`config.mk`:
```
export PLATFORM = sky130hd
export DESIGN_NAME = alu_arbiter_flat
export DESIGN_NICKNAME = d
export VERILOG_FILES = /design/src/rtl/alu_pkg.sv /design/src/rtl/alu_arbiter_if.sv /design/src/rtl/rr_arbiter2.sv /design/src/rtl/alu_arbiter.sv /design/src/flat_wrapper.sv
export SDC_FILE = /design/constraint.sdc
export NUM_CORES = 1
export LEC_CHECK = 0
export CAP_MARGIN = 0
export CORE_AREA = 2 2 232 234
export CTS_CLUSTER_SIZE = 40
export DETAILED_ROUTE_END_ITERATION = 10
export DIE_AREA = 0 0 234 236
export SKIP_CTS_REPAIR_TIMING = 1
export SLEW_MARGIN = 5
export SYNTH_ARGS = -nofsm -noshare
export SYNTH_HDL_FRONTEND = slang
export SYNTH_SLANG_ARGS = --single-unit
```
`constraint.sdc`:
```
create_clock -name clk -period 4.5 [get_ports clk]
set_input_delay 1.125 -clock clk [delete_from_list [all_inputs] [get_ports clk]]
set_output_delay 1.125 -clock clk [all_outputs]
set_load 0.02 [all_outputs]
```
`src/rtl/alu_pkg.sv`:
```
// Shared types for the execute-ALU arbiter: operation/response payloads, opcodes, FSM states.
package alu_pkg;

  typedef struct packed {
    logic [6:0]  opcode;
    logic [4:0]  rd;
    logic [2:0]  funct3;
    logic [4:0]  rs1_addr;
    logic [4:0]  rs2_addr;
    logic [6:0]  funct7;
    logic [31:0] imm;
    logic [2:0]  instr_type;
    logic [31:0] pc;
    logic [31:0] rs1_data;
    logic [31:0] rs2_data;
  } alu_req_t;

  typedef struct packed {
    logic [31:0] result;
    logic        branch_taken;
    logic [4:0]  rd;
    logic        tag;
  } alu_rsp_t;

  localparam logic [6:0] OP_R     = 7'b0110011;
  localparam logic [6:0] OP_I     = 7'b0010011;
  localparam logic [6:0] OP_B     = 7'b1100011;
  localparam logic [6:0] OP_LUI   = 7'b0110111;
  localparam logic [6:0] OP_AUIPC = 7'b0010111;

  typedef enum logic [1:0] {
    ST_IDLE,
    ST_EXEC,
    ST_RESP
  } state_t;

endpackage

```
`src/rtl/alu_arbiter_if.sv`:
```
// Request/response and ALU-pin bundle between the issuers, the arbiter and the ALU.
interface alu_arbiter_if;
  import alu_pkg::*;

  logic [1:0] req_valid;
  logic [1:0] req_ready;
  alu_req_t   req0_data;
  alu_req_t   req1_data;
  logic [1:0] rsp_valid;
  logic [1:0] rsp_ready;
  alu_rsp_t   rsp_data;
  alu_req_t   alu_req;
  logic [31:0] alu_result;
  logic        alu_branch_taken;

  modport master (
    output req_valid, req0_data, req1_data, rsp_ready, alu_result, alu_branch_taken,
    input  req_ready, rsp_valid, rsp_data, alu_req
  );

  modport slave (
    input  req_valid, req0_data, req1_data, rsp_ready, alu_result, alu_branch_taken,
    output req_ready, rsp_valid, rsp_data, alu_req
  );

endinterface

```
`src/rtl/rr_arbiter2.sv`:
```
// Two-way round-robin grant; ties go to the port that did not win last.
// Combinational grant, last_grant updates only when update is high.
module rr_arbiter2 (
  input  logic       clk,
  input  logic       rst,
  input  logic [1:0] req,
  input  logic       update,
  output logic [1:0] grant,
  output logic       grant_idx,
  output logic       any
);

  logic last_grant;

  // Reset to 1 so port 0 wins the first tie.
  always_ff @(posedge clk) begin
    if (rst) begin
      last_grant <= 1'b1;
    end else if (update) begin
      last_grant <= grant_idx;
    end
  end

  always_comb begin
    any       = |req;
    grant_idx = (req == 2'b11) ? ~last_grant : req[1];
    grant     = 2'b00;
    if (any) begin
      grant = grant_idx ? 2'b10 : 2'b01;
    end
  end

endmodule

```
`src/rtl/alu_arbiter.sv`:
```
// Shares one combinational ALU between two valid/ready issuers; response at accept+1+EXEC_CYCLES.
// One op in flight; no accept while a response waits on its owner's rsp_ready.
module alu_arbiter
  import alu_pkg::*;
#(
  parameter int EXEC_CYCLES = 1,
  parameter int CNT_W       = 32
) (
  input  logic             clk,
  input  logic             rst,
  alu_arbiter_if.slave     bus,
  output logic             busy,
  output logic [CNT_W-1:0] op_count
);

  if (EXEC_CYCLES < 1 || EXEC_CYCLES > 15) begin : g_bad_exec_cycles
    $error("alu_arbiter: EXEC_CYCLES must be within 1..15");
  end

  state_t     state, state_n;
  alu_req_t   op_reg;
  alu_rsp_t   rsp_q;
  logic       owner;
  logic [3:0] exec_cnt;
  logic [1:0] grant;
  logic       grant_idx, grant_any;
  logic       accept, capture, complete;

  rr_arbiter2 u_rr (
    .clk       (clk),
    .rst       (rst),
    .req       (bus.req_valid),
    .update    (accept),
    .grant     (grant),
    .grant_idx (grant_idx),
    .any       (grant_any)
  );

  always_ff @(posedge clk) begin
    if (rst) begin
      state <= ST_IDLE;
    end else begin
      state <= state_n;
    end
  end

  always_comb begin
    state_n       = state;
    accept        = 1'b0;
    capture       = 1'b0;
    complete      = 1'b0;
    bus.req_ready = 2'b00;
    bus.rsp_valid = 2'b00;
    bus.alu_req   = '0;
    case (state)
      ST_IDLE: begin
        bus.req_ready = grant;
        if (grant_any) begin
          accept  = 1'b1;
          state_n = ST_EXEC;
        end
      end
      ST_EXEC: begin
        bus.alu_req = op_reg;
        if (exec_cnt == 4'd0) begin
          capture = 1'b1;
          state_n = ST_RESP;
        end
      end
      ST_RESP: begin
        bus.rsp_valid = owner ? 2'b10 : 2'b01;
        if (bus.rsp_ready[owner]) begin
          complete = 1'b1;
          state_n  = ST_IDLE;
        end
      end
      default: state_n = ST_IDLE;
    endcase
  end

  // Request is copied on accept so the issuer may change its data immediately.
  always_ff @(posedge clk) begin
    if (rst) begin
      op_reg   <= '0;
      owner    <= 1'b0;
      exec_cnt <= 4'd0;
      rsp_q    <= '0;
      op_count <= '0;
    end else begin
      if (accept) begin
        op_reg   <= grant_idx ? bus.req1_data : bus.req0_data;
        owner    <= grant_idx;
        exec_cnt <= 4'(EXEC_CYCLES - 1);
      end else if (state == ST_EXEC && exec_cnt != 4'd0) begin
        exec_cnt <= exec_cnt - 4'd1;
      end
      if (capture) begin
        rsp_q.result       <= bus.alu_result;
        rsp_q.branch_taken <= bus.alu_branch_taken;
        rsp_q.rd           <= op_reg.rd;
        rsp_q.tag          <= owner;
      end
      if (complete) begin
        op_count <= op_count + CNT_W'(1);
      end
    end
  end

  assign bus.rsp_data = rsp_q;
  assign busy         = (state != ST_IDLE);

endmodule

```
`src/flat_wrapper.sv`:
```
// flat-port wrapper written by rule: the top's interface ports become plain ports
module alu_arbiter_flat import alu_pkg::*;
#(
  parameter int EXEC_CYCLES = 1,
  parameter int CNT_W       = 32
)
  (clk, rst, busy, op_count, bus_req_valid, bus_req0_data, bus_req1_data, bus_rsp_ready, bus_alu_result, bus_alu_branch_taken, bus_req_ready, bus_rsp_valid, bus_rsp_data, bus_alu_req);
  alu_arbiter_if bus_i ();
  input  logic clk;
  input  logic rst;
  output logic busy;
  output logic [CNT_W-1:0] op_count;
  input wire logic [$bits(bus_i.req_valid)-1:0] bus_req_valid;
  input wire logic [$bits(bus_i.req0_data)-1:0] bus_req0_data;
  input wire logic [$bits(bus_i.req1_data)-1:0] bus_req1_data;
  input wire logic [$bits(bus_i.rsp_ready)-1:0] bus_rsp_ready;
  input wire logic [$bits(bus_i.alu_result)-1:0] bus_alu_result;
  input wire logic [$bits(bus_i.alu_branch_taken)-1:0] bus_alu_branch_taken;
  output wire logic [$bits(bus_i.req_ready)-1:0] bus_req_ready;
  output wire logic [$bits(bus_i.rsp_valid)-1:0] bus_rsp_valid;
  output wire logic [$bits(bus_i.rsp_data)-1:0] bus_rsp_data;
  output wire logic [$bits(bus_i.alu_req)-1:0] bus_alu_req;
  assign bus_i.req_valid = bus_req_valid;
  assign bus_i.req0_data = bus_req0_data;
  assign bus_i.req1_data = bus_req1_data;
  assign bus_i.rsp_ready = bus_rsp_ready;
  assign bus_i.alu_result = bus_alu_result;
  assign bus_i.alu_branch_taken = bus_alu_branch_taken;
  assign bus_req_ready = bus_i.req_ready;
  assign bus_rsp_valid = bus_i.rsp_valid;
  assign bus_rsp_data = bus_i.rsp_data;
  assign bus_alu_req = bus_i.alu_req;
  alu_arbiter #(.EXEC_CYCLES(EXEC_CYCLES), .CNT_W(CNT_W)) u_core (.clk(clk), .rst(rst), .bus(bus_i), .busy(busy), .op_count(op_count));
endmodule
```
==> results.toml <==
[status]
run_status = "complete, no violations"

[synth]
synth.ff_latch_count = 242
ys.warnings.count = 0
post_synth_main_area_contributors = "sky130_fd_sc_hd__dfxtp_1 (47%), sky130_fd_sc_hd__and2_1 (10%), sky130_fd_sc_hd__nand2_1 (9.1%)"
syn_area_per_cell_sq_um = 8.30
synth_top_cell_by_area = "sky130_fd_sc_hd__dfxtp_1"
syn_area_sq_mm = 0.0104
mappedNetlistNets = 1618
synth_cell_type_count = 40
synth_seq_area_share = 0.466
synth_top_area_frac = 0.466
syn_inst = 1251

[global_routing]
grt_pass1_wl_mm = 68.9
first_global_vias = 11500
antenna_found_initial = 7
globalRouteTotalUtil = 0.161
largest_net_degree_at_the_start_of_global_routing = 91
globalRouteOverflowTotal = 0

[final_layout]
largest_reg_flops = 163
final_area_sq_mm = 0.0179
post_route_cells_drive_above_1_share = 0.0392
final-instance-count-excl-fill = 2508
layout.nets = 2159
syn2layout_area_growth_pct = 72.7
utilization_of_the_core_after_routing = 0.338

[job]
max_capacitance_violation_count = 0

[sta]
finalHoldViolCount = 0
setup-violations-final = 0
timing.final.crit_period_ns = 3.77
min_period_over_period = 0.838
max_slew.worst_pin.slew_ns = 1.20
fin_tns_setup_ns = 0
worst_clock_skew_ns = 0.0130
grt_setup_unrepaired = "false"
slew_viol_final = 0
upper_clock_frequency_limit_mhz = 265
relSlewSlack = 0.202

[route]
detail-route-antenna-nets = 0
detail_route.iter0.violations = 926
num_vias = 11600
drt_via_density = 4.62
wl_per_cell_um = 18.8
dr.pass1.iters = 9
drt_drc_violations_left = 0
route.final.wire_length_mm = 47.0

[critical_path]
crit_type = "reg2out"
critical_path.startpoint_type = "flip-flop"
critPathRequiredTime_ns = 3.38
worst_setup_path_end_kind = "primary output"
worst_ep_arrival_time_ns = 2.64
max_stage_delay_ns = 0.77
crit_path_cell_trace = "nor2b_4 > buf_4 > and2_1 > clkdlybuf4s50_1"
timing.critical_path.slowest_stage_cell = "sky130_fd_sc_hd__clkdlybuf4s50_1"
crit_path_max_fanout = 38

[min_path]
hold_class = "reg2reg"

[power]
p_leak_nw = 6.60
report.power.total_w = 0.00608
power_density_mw_per_mm2 = 339
peakVddDrop_mv = 0.264

[floorplanning]
io_pins = 604
fp.dieW_um = 234
start_util = 0.196
die_h_um = 236
std_cell_rows = 85
core_area_sq_mm = 0.0531
die_outline_area_sq_mm = 0.0552

[placement]
postPlaceCellArea_sq_mm = 0.0171
dp.final_hpwl_mm = 33.5
numPlacedInstances = 2457
placement.io_buffers = 603
gp_routability_congestion = 0.858

[cts]
worst_skew_pair.late_latency_ns = 0.57
cts_sinks = 242
ctsRootBufferMaster = "sky130_fd_sc_hd__clkbuf_16"
cts_tree = "built"
cts_made_buffers = 29
cts.htree.levels = 1
cts-root-to-sink-buffers = 3
clkSlewWorstSetupHoldPaths_ns = 0.06
==> logic make-up (layout without fill, tap and decap cells) <==
| family | after synthesis | count (layout) | share of synthesized area |
|---|---|---|---|
| flip-flops | 242 | 242 | 0.466 |
| AO/OA/AOI/OAI | 252 | 252 | 0.189 |
| adder cells (fa/ha/maj) | 2 | 2 | 0.00241 |
| AND/OR/NAND/NOR | 623 | 623 | 0.286 |
| buffers and inverters | 117 | 676 | 0.0432 |
| multiplexers | 4 | 4 | 0.00422 |
| other | 0 | 2 | 0 |
| XOR/XNOR | 11 | 11 | 0.00927 |
==> layout make-up <==
type / instances / area [sq um]
inverter: 7 / 26.3
fill: 5457 / 35100
sequential: 242 / 4840
clock buffer: 45 / 856
tap: 696 / 871
multi-input combinational: 892 / 5140
antenna: 2 / 5.00
clock inverter: 4 / 23.8
timing repair buffer: 620 / 6170
==> per-layer routing <==
| layer | share of wire | vias up | routed length [um] | global-route usage |
|---|---|---|---|---|
| li1 | - | 5512 | - | - |
| met1 | 0.38 | 5458 | 18000 | 0.185 |
| met2 | 0.50 | 529 | 23300 | 0.284 |
| met3 | 0.091 | 84 | 4280 | 0.0473 |
| met4 | 0.031 | 2 | 1440 | 0.0478 |
| met5 | 0.00028 | - | 13 | 0 |
==> power breakdown <==
part | switching, W | internal (W) | leakage [nW]
Combinational | 0.000705 | 0.000681 | 4.18
Sequential | 0.000109 | 0.00235 | 1.99
Clock | 0.000949 | 0.00129 | 0.435
==> synthesized netlist by cell type, drive strengths merged <==
library cell,number
a21o,1
nor2,126
a22oi,58
nor4,5
nor3b,1
buf,9
and2,168
ha,2
mux2i,1
or2,1
xnor2,5
a311oi,20
and4,1
inv,7
a21oi,63
and3,5
nand3,13
and4b,2
a211o,1
o21ai,6
or3,8
nand2b,4
a222oi,85
a21boi,1
xor2,6
dfxtp,242
nand4b,1
or4,21
nand4,7
o31ai,15
mux2,3
a21bo,1
nor2b,4
a211oi,1
nor3,3
clkbuf,101
nand2,253
==> placed cells by master (no fill, tap or decap), types with 8 or more instances in the layout <==
master	count
sky130_fd_sc_hd__clkdlybuf4s50_1	600
sky130_fd_sc_hd__nand2_1	251
sky130_fd_sc_hd__dfxtp_1	242
sky130_fd_sc_hd__and2_1	167
sky130_fd_sc_hd__nor2_1	125
sky130_fd_sc_hd__a222oi_1	85
sky130_fd_sc_hd__a21oi_1	62
sky130_fd_sc_hd__a22oi_1	58
sky130_fd_sc_hd__clkbuf_16	29
sky130_fd_sc_hd__or4_1	21
sky130_fd_sc_hd__a311oi_1	20
sky130_fd_sc_hd__buf_4	18
sky130_fd_sc_hd__o31ai_1	15
sky130_fd_sc_hd__nand3_1	13
sky130_fd_sc_hd__clkbuf_1	9
sky130_fd_sc_hd__or3_1	8
==> worst max-delay path, delay by kind of cell, from the launching register on <==
kind,cells,cell delay (ns)
buffers and inverters,2,1.15
DFF,1,0.45
and+or+nand+nor,2,0.48
==> final timing paths <==
path / start / slack, ns / endpoint / cells past startpoint
setup / recovery: u_core.state[0] / 0.73 / bus_alu_req[151] / 4
hold / removal: u_core.bus.rsp_data[11] / 0.45 / u_core.bus.rsp_data[11] / 2
setup reg to reg: u_core.state[1] / 1.95 / u_core.op_reg[37] / 8
hold reg to reg: u_core.bus.rsp_data[11] / 0.45 / u_core.bus.rsp_data[11] / 2
==> per-stage QoR <==
step           hold WS, ns  setup slack [ns]
6_report             0.452             0.730
5_1_grt              0.476             0.445
4_1_cts              0.454             0.578
3_5_place_dp         0.445             0.951
3_3_place_gp         0.442             0.976
2_1_floorplan        0.440              1.40
Note: power is estimated with default switching activity, not from simulation.
